--- src/rtl/rv32i_types_pkg.sv ---
// Shared RV32I datapath types used by the stage-4 pipeline control blocks.
package rv32i_types_pkg;

    typedef logic [4:0]  regsel_t;
    typedef logic [31:0] word_t;

    localparam regsel_t REG_ZERO = 5'd0;

endpackage

--- src/rtl/stage4_types_pkg.sv ---
// Types and helpers for the stage-4 hazard unit: controller state and flush-timer width.
package stage4_types_pkg;

    import rv32i_types_pkg::*;

    typedef enum logic [1:0] {
        RUN     = 2'd0,
        DRAIN   = 2'd1,
        FLUSH   = 2'd2,
        REFETCH = 2'd3
    } hazard_state_t;

    localparam int unsigned FLUSH_CNT_W = 16;
    typedef logic [FLUSH_CNT_W-1:0] flush_cnt_t;

    // True when the mem-stage destination feeds either execute-stage source.
    function automatic logic reg_match(regsel_t rd, regsel_t rs1, regsel_t rs2);
        return (rd == rs1) || (rd == rs2);
    endfunction

endpackage

--- src/rtl/stage4_flush_timer.sv ---
// Loadable up-counter with terminal-count flag; bounds how long a cache flush may take.
module stage4_flush_timer
    import stage4_types_pkg::*;
#(
    parameter flush_cnt_t TERMINAL = flush_cnt_t'(1023)
) (
    input  logic clk_i,
    input  logic rst_ni,
    input  logic load_i,
    input  logic en_i,
    output logic tc_o
);

    flush_cnt_t cnt_q;
    flush_cnt_t cnt_d;

    // Holds at TERMINAL so a late consumer never sees the count wrap.
    always_comb begin
        cnt_d = cnt_q;
        if (load_i) begin
            cnt_d = '0;
        end else if (en_i && (cnt_q != TERMINAL)) begin
            cnt_d = cnt_q + flush_cnt_t'(1);
        end
    end

    always_ff @(posedge clk_i or negedge rst_ni) begin
        if (!rst_ni) begin
            cnt_q <= '0;
        end else begin
            cnt_q <= cnt_d;
        end
    end

    assign tc_o = en_i && (cnt_q == TERMINAL);

endmodule

--- src/rtl/stage4_hazard_unit.sv ---
// Stage-4 pipeline hazard/stall/flush controller with fence.i cache-flush sequencing.
// Optional performance counters are enabled by defining STAGE4_HAZARD_PERF_EN.
module stage4_hazard_unit
    import rv32i_types_pkg::*;
    import stage4_types_pkg::*;
#(
    parameter int unsigned FLUSH_TIMEOUT = 1024
) (
    input  logic          CLK,
    input  logic          nRST,
    input  regsel_t       rs1_e,
    input  regsel_t       rs2_e,
    input  regsel_t       rd_m,
    input  logic          reg_write_m,
    input  logic          load_m,
    input  logic          dmem_req,
    input  logic          dmem_done,
    input  logic          imem_done,
    input  logic          mispredict,
    input  logic          exception,
    input  logic          fence_i_e,
    input  logic          cache_flush_done,
    output logic          stall_fetch,
    output logic          stall_execute,
    output logic          stall_mem,
    output logic          flush_fetch,
    output logic          flush_execute,
    output logic          cache_flush_req,
    output logic          fencei_redirect,
    output logic          fence_error,
    output hazard_state_t state_dbg
`ifdef STAGE4_HAZARD_PERF_EN
    ,
    output word_t         stall_cycles,
    output word_t         flush_count
`endif
);

    localparam flush_cnt_t FLUSH_TC = flush_cnt_t'(FLUSH_TIMEOUT - 1);

    hazard_state_t state_q;
    hazard_state_t state_d;
    logic          fence_error_q;
    logic          fence_error_d;
    logic          cache_flush_req_q;

    logic in_flush;
    logic timeout;
    logic dmem_busy;
    logic load_use;
    logic redirect;

    logic stall_fetch_c;
    logic stall_execute_c;
    logic stall_mem_c;
    logic flush_fetch_c;
    logic flush_execute_c;
    logic fencei_redirect_c;

    assign in_flush  = (state_q == FLUSH);
    assign dmem_busy = dmem_req & ~dmem_done;
    assign load_use  = load_m & reg_write_m & (rd_m != REG_ZERO)
                     & reg_match(rd_m, rs1_e, rs2_e) & ~dmem_done;
    // Caches must finish once started, so redirects are deaf while flushing.
    assign redirect  = (exception | mispredict) & ~in_flush;

    stage4_flush_timer #(
        .TERMINAL(FLUSH_TC)
    ) u_flush_timer (
        .clk_i (CLK),
        .rst_ni(nRST),
        .load_i(~in_flush),
        .en_i  (in_flush),
        .tc_o  (timeout)
    );

    // Any redirect while draining kills the fence.i still held in execute.
    always_comb begin
        state_d       = state_q;
        fence_error_d = fence_error_q;
        case (state_q)
            RUN: begin
                if (!redirect && fence_i_e) begin
                    state_d = DRAIN;
                end
            end
            DRAIN: begin
                if (redirect) begin
                    state_d = RUN;
                end else if (!dmem_req || dmem_done) begin
                    state_d = FLUSH;
                end
            end
            FLUSH: begin
                if (cache_flush_done) begin
                    state_d = REFETCH;
                end else if (timeout) begin
                    state_d       = REFETCH;
                    fence_error_d = 1'b1;
                end
            end
            REFETCH: state_d = RUN;
            default: state_d = RUN;
        endcase
    end

    // cache_flush_req is a level request held for every FLUSH cycle; the caches
    // answer with a one-cycle cache_flush_done, and the request drops the cycle after.
    always_ff @(posedge CLK or negedge nRST) begin
        if (!nRST) begin
            state_q           <= RUN;
            fence_error_q     <= 1'b0;
            cache_flush_req_q <= 1'b0;
        end else begin
            state_q           <= state_d;
            fence_error_q     <= fence_error_d;
            cache_flush_req_q <= (state_d == FLUSH);
        end
    end

    always_comb begin
        stall_fetch_c     = 1'b0;
        stall_execute_c   = 1'b0;
        stall_mem_c       = 1'b0;
        flush_fetch_c     = 1'b0;
        flush_execute_c   = 1'b0;
        fencei_redirect_c = 1'b0;
        case (state_q)
            RUN: begin
                stall_execute_c = load_use | dmem_busy;
                stall_mem_c     = dmem_busy;
                stall_fetch_c   = stall_execute_c | ~imem_done;
                flush_execute_c = ~imem_done & ~stall_execute_c;
            end
            DRAIN: begin
                stall_fetch_c   = 1'b1;
                stall_execute_c = 1'b1;
                stall_mem_c     = dmem_busy;
            end
            FLUSH: begin
                stall_fetch_c   = 1'b1;
                stall_execute_c = 1'b1;
            end
            REFETCH: begin
                flush_fetch_c     = 1'b1;
                flush_execute_c   = 1'b1;
                fencei_redirect_c = 1'b1;
            end
            default: ;
        endcase
        // An unfinished data access must still hold mem even under a redirect.
        if (redirect) begin
            stall_fetch_c   = 1'b0;
            stall_execute_c = 1'b0;
            stall_mem_c     = dmem_busy;
            flush_fetch_c   = 1'b1;
            flush_execute_c = 1'b1;
        end
    end

    assign stall_fetch     = nRST & stall_fetch_c;
    assign stall_execute   = nRST & stall_execute_c;
    assign stall_mem       = nRST & stall_mem_c;
    assign flush_fetch     = nRST & flush_fetch_c;
    assign flush_execute   = nRST & flush_execute_c;
    assign fencei_redirect = nRST & fencei_redirect_c;
    assign cache_flush_req = cache_flush_req_q;
    assign fence_error     = fence_error_q;
    assign state_dbg       = state_q;

`ifdef STAGE4_HAZARD_PERF_EN
    word_t stall_cycles_q;
    word_t flush_count_q;

    always_ff @(posedge CLK or negedge nRST) begin
        if (!nRST) begin
            stall_cycles_q <= '0;
            flush_count_q  <= '0;
        end else begin
            if (stall_execute && (stall_cycles_q != '1)) begin
                stall_cycles_q <= stall_cycles_q + word_t'(1);
            end
            if (flush_execute && (flush_count_q != '1)) begin
                flush_count_q <= flush_count_q + word_t'(1);
            end
        end
    end

    assign stall_cycles = stall_cycles_q;
    assign flush_count  = flush_count_q;
`endif

endmodule

--- config.mk ---
export PLATFORM = sky130hd
export DESIGN_NAME = stage4_hazard_unit
export DESIGN_NICKNAME = d
export VERILOG_FILES = /design/src/rtl/rv32i_types_pkg.sv /design/src/rtl/stage4_types_pkg.sv /design/src/rtl/stage4_flush_timer.sv /design/src/rtl/stage4_hazard_unit.sv
export SDC_FILE = /design/constraint.sdc
export NUM_CORES = 1
export LEC_CHECK = 0
export BUFFER_PORTS_ARGS = -buffer_cell sky130_fd_sc_hd__buf_2
export CAP_MARGIN = 20
export CORE_UTILIZATION = 58
export CTS_BUF_LIST = sky130_fd_sc_hd__clkbuf_4 sky130_fd_sc_hd__clkbuf_8
export CTS_CLUSTER_SIZE = 24
export DETAILED_ROUTE_END_ITERATION = 8
export PLACE_DENSITY_LB_ADDON = 0.12
export SLEW_MARGIN = 10
export SYNTH_ARGS = -nofsm -noshare
export SYNTH_HDL_FRONTEND = slang
export SYNTH_SLANG_ARGS = --single-unit
--- constraint.sdc ---
create_clock -name CLK -period 3.8 [get_ports CLK]
set_input_delay 0.19 -clock CLK [delete_from_list [all_inputs] [get_ports CLK]]
set_output_delay 0.19 -clock CLK [all_outputs]
set_load 0.01 [all_outputs]
==> flow_summary_export.csv <==
group,metric,value,unit
status,status,"completed",
synth,synth_warnings,0,
clocking,post_cts_resized,0,
global_route,overflow,0,
die,die_x,49.5,µm
synth,syn_inst,143,
sta,finalCritPeriodShare,56.1,%
clocking,clkSlewWorstSetupHoldPaths,100,ps
synth,ys_ff_latch,20,
die,dieArea,0.00245,mm²
final_layout,area_delta_synth_final,17.9,%
sta,worst_slack,1670,ps
synth,netlist_area,0.00131,mm²
synth,synth_edf_count,0,
sta,clock_skew,1.39,ps
placement,preCtsSetupSlack,1820,ps
clocking,cts_made_buffers,3,
die,start_util,64.0,%
global_route,grt_usage,24.2,%
sta,hold_viol,0,
sta,slew_viol_final,0,
placement,io_buffers,35,
synth,avgSynthCellArea,9.14,µm²
routing,drt_iter0_markers,19,
run,drv_cap,0,
sta,slew_headroom,66.2,%
placement,place.detailed.hpwl,2100,µm
clocking,ctsHoldBuffers,1,
clocking,post_cts_buffers,0,
power_and_ir_drop,power.switching,263,µW
sta,final.setup.tns,0,ps
power_and_ir_drop,p_leak,0.759,nW
synth,synth_cell_types,41,
power_and_ir_drop,powerDensity,424,mW/mm²
synth,ys_async_sr_fraction,100,%
power_and_ir_drop,seqPwrFrac,40.2,%
power_and_ir_drop,pwr-share-clk,15.1,%
worst_hold_path,holdPathStages,4,
final_layout,multi_input_area,781,µm²
final_layout,drive_gt1_share,28.3,%
placement,placed_area,0.00151,mm²
die,io_pins,36,
final_layout,final_cells,207,
worst_setup_path,r2r-end,"cache_flush_req",
final_layout,seqCellArea,500,µm²
routing,drc,0,
worst_setup_path,worstRegToRegCells,6,
routing,wl_per_cell,12.8,µm
synth,synth_nets,174,
worst_hold_path,min_to,"cache_flush_req",
worst_setup_path,cp.arrival,1940,ps
final_layout,fin_area,0.00154,mm²
final_layout,final_nets,213,
power_and_ir_drop,combPwrFrac,44.7,%
sta,setup_viol,0,
power_and_ir_drop,intPower,391,µW
routing,viasPerCell,5.59,
routing,totalWireLength,2650,µm
worst_setup_path,r2r_start,"state_dbg[0]",
routing,vias,1157,
synth,yosysSeqAreaShare,38.3,%
worst_setup_path,r2r_setup_slack,1790,ps
die,die_y,49.5,µm
worst_setup_path,critPathMaxFanout,9,
global_route,grt_pass1_wl,4530,µm
global_route,grt_max_degree,25,
worst_hold_path,hold_start,"fence_i_e",
worst_setup_path,required,3610,ps
clocking,clkSinkCount,20,
worst_hold_path,hp-class,"in2reg",
final_layout,diodes,0,
placement,gp_congestion,0.824,
power_and_ir_drop,ir_worst_vdd,266,µV
die,placementRows,16,
sta,holdWs,201,ps
global_route,grt_pass1_vias,1097,
sta,rsz0062_at_grt,"false",
synth,dominantRegCellSynth,"dfrtp_1",
final_layout,fillers,163,
sta,finalCriticalPeriod,2130,ps
clocking,clockRootBuffer,"clkbuf_4",
worst_setup_path,critPathLaunchType,"register",
worst_setup_path,crit_type,"reg2out",
clocking,cts_buffer_depth,2,
global_route,antenna_found_initial,0,
placement,place_inst,203,
clocking,clk_latency,300,ps
routing,dr.pass1.iters,4,
clocking,cts.htree.levels,1,
clocking,cts_tree,"built",
worst_setup_path,crit_path_end_kind,"output port",
routing,ant_nets,0,
die,coreArea,0.00204,mm²
sta,max_freq,0.469,GHz
sta,tightest_slew,507,ps
power_and_ir_drop,switching_share,40.3,%
[cells in the mapped netlist, drive strengths merged, types with 3 or more instances]
cell type / number / area [µm²]
ha: 5 / 62.6
nand4: 3 / 18.8
nand3: 4 / 20.0
and3: 4 / 31.3
a21oi: 8 / 40.0
dfrtp: 20 / 500
xor2: 21 / 184
nand2: 11 / 46.3
nor3: 3 / 26.3
and4: 3 / 31.3
nor2: 26 / 97.6
o21ai: 6 / 30.0
inv: 5 / 18.8
[layout make-up]
class,instances,area share (%)
Inverter,5,1.22
Timing Repair Buffer,36,12.0
Clock buffer,3,1.46
Multi-Input combinational cell,116,50.6
Sequential cell,20,32.5
Tap cell,27,2.19
[cell families after synthesis]
group / share of synthesized area, %
flops: 38.3
buf+inv: 2.01
compound gates: 13.0
xor+xnor: 14.7
fa+ha+maj: 4.78
simple gates: 26.4
mux: 0.766
[power by group through the flow]
stage	combinational, mW	clock, mW	sequential, mW
after global routing	0.332	0.110	0.267
after CTS	0.291	0.102	0.263
final	0.293	0.0985	0.263
after detailed placement	0.290	0	0.267
after floorplan	0.198	0	0.269
after global placement	0.280	0	0.264
[worst max path at each step]
| stage | from | to | slack (ps) | cells past startpoint |
|---|---|---|---|---|
| finish | state_dbg[1] | flush_execute | 1670 | 6 |
| global route | state_dbg[1] | flush_execute | 1530 | 6 |
| floorplan | state_dbg[1] | flush_execute | 2010 | 6 |
| detailed placement | state_dbg[0] | cache_flush_req | 1820 | 6 |
| global placement | state_dbg[0] | cache_flush_req | 1970 | 6 |
| CTS | state_dbg[1] | flush_execute | 1640 | 6 |
[critical path, cell delays in order (launching register included)]
cell and delay [ps]:
dfrtp_1 460, inv_1 130, ha_1 320, nor3b_1 210, o21ai_1 80, a221oi_1 260
buf_2 180
[layout by cell type, fill, tap and decap left out, types with 2 or more instances in the layout]
cell type and count:
buf_2 35, nor2_1 26, xor2_1 21, dfrtp_1 20, nand2_1 9, a21oi_1 8
inv_1 5, ha_1 5, o21ai_0 4, nand3_1 4, nand4_1 3, clkbuf_4 3
nand2_2 2, a211oi_1 2, nor3_1 2, o21ai_1 2, and4_2 2, and3_1 2
[flip-flops by register name, indices dropped and copies added (netlist names)]
| signal | count |
|---|---|
| cache_flush_req | 1 |
| fence_error | 1 |
| state_dbg | 2 |
| u_flush_timer.cnt_q | 16 |
[through the flow]
| stage | utilization, % | power, mW |
|---|---|---|
| floorplan | - | 0.467 |
| global placement | 73.9 | 0.545 |
| detailed placement | 73.9 | 0.557 |
| CTS | 75.5 | 0.656 |
| global route | 75.5 | 0.710 |
| finish | 75.5 | 0.654 |
[per-layer routing]
metal,GRT usage [%],wire (µm)
met5,0,0
met4,2.86,29
met3,5.86,114
met2,43.8,1370
met1,29.9,1140
(Power assumes the default switching activity.)
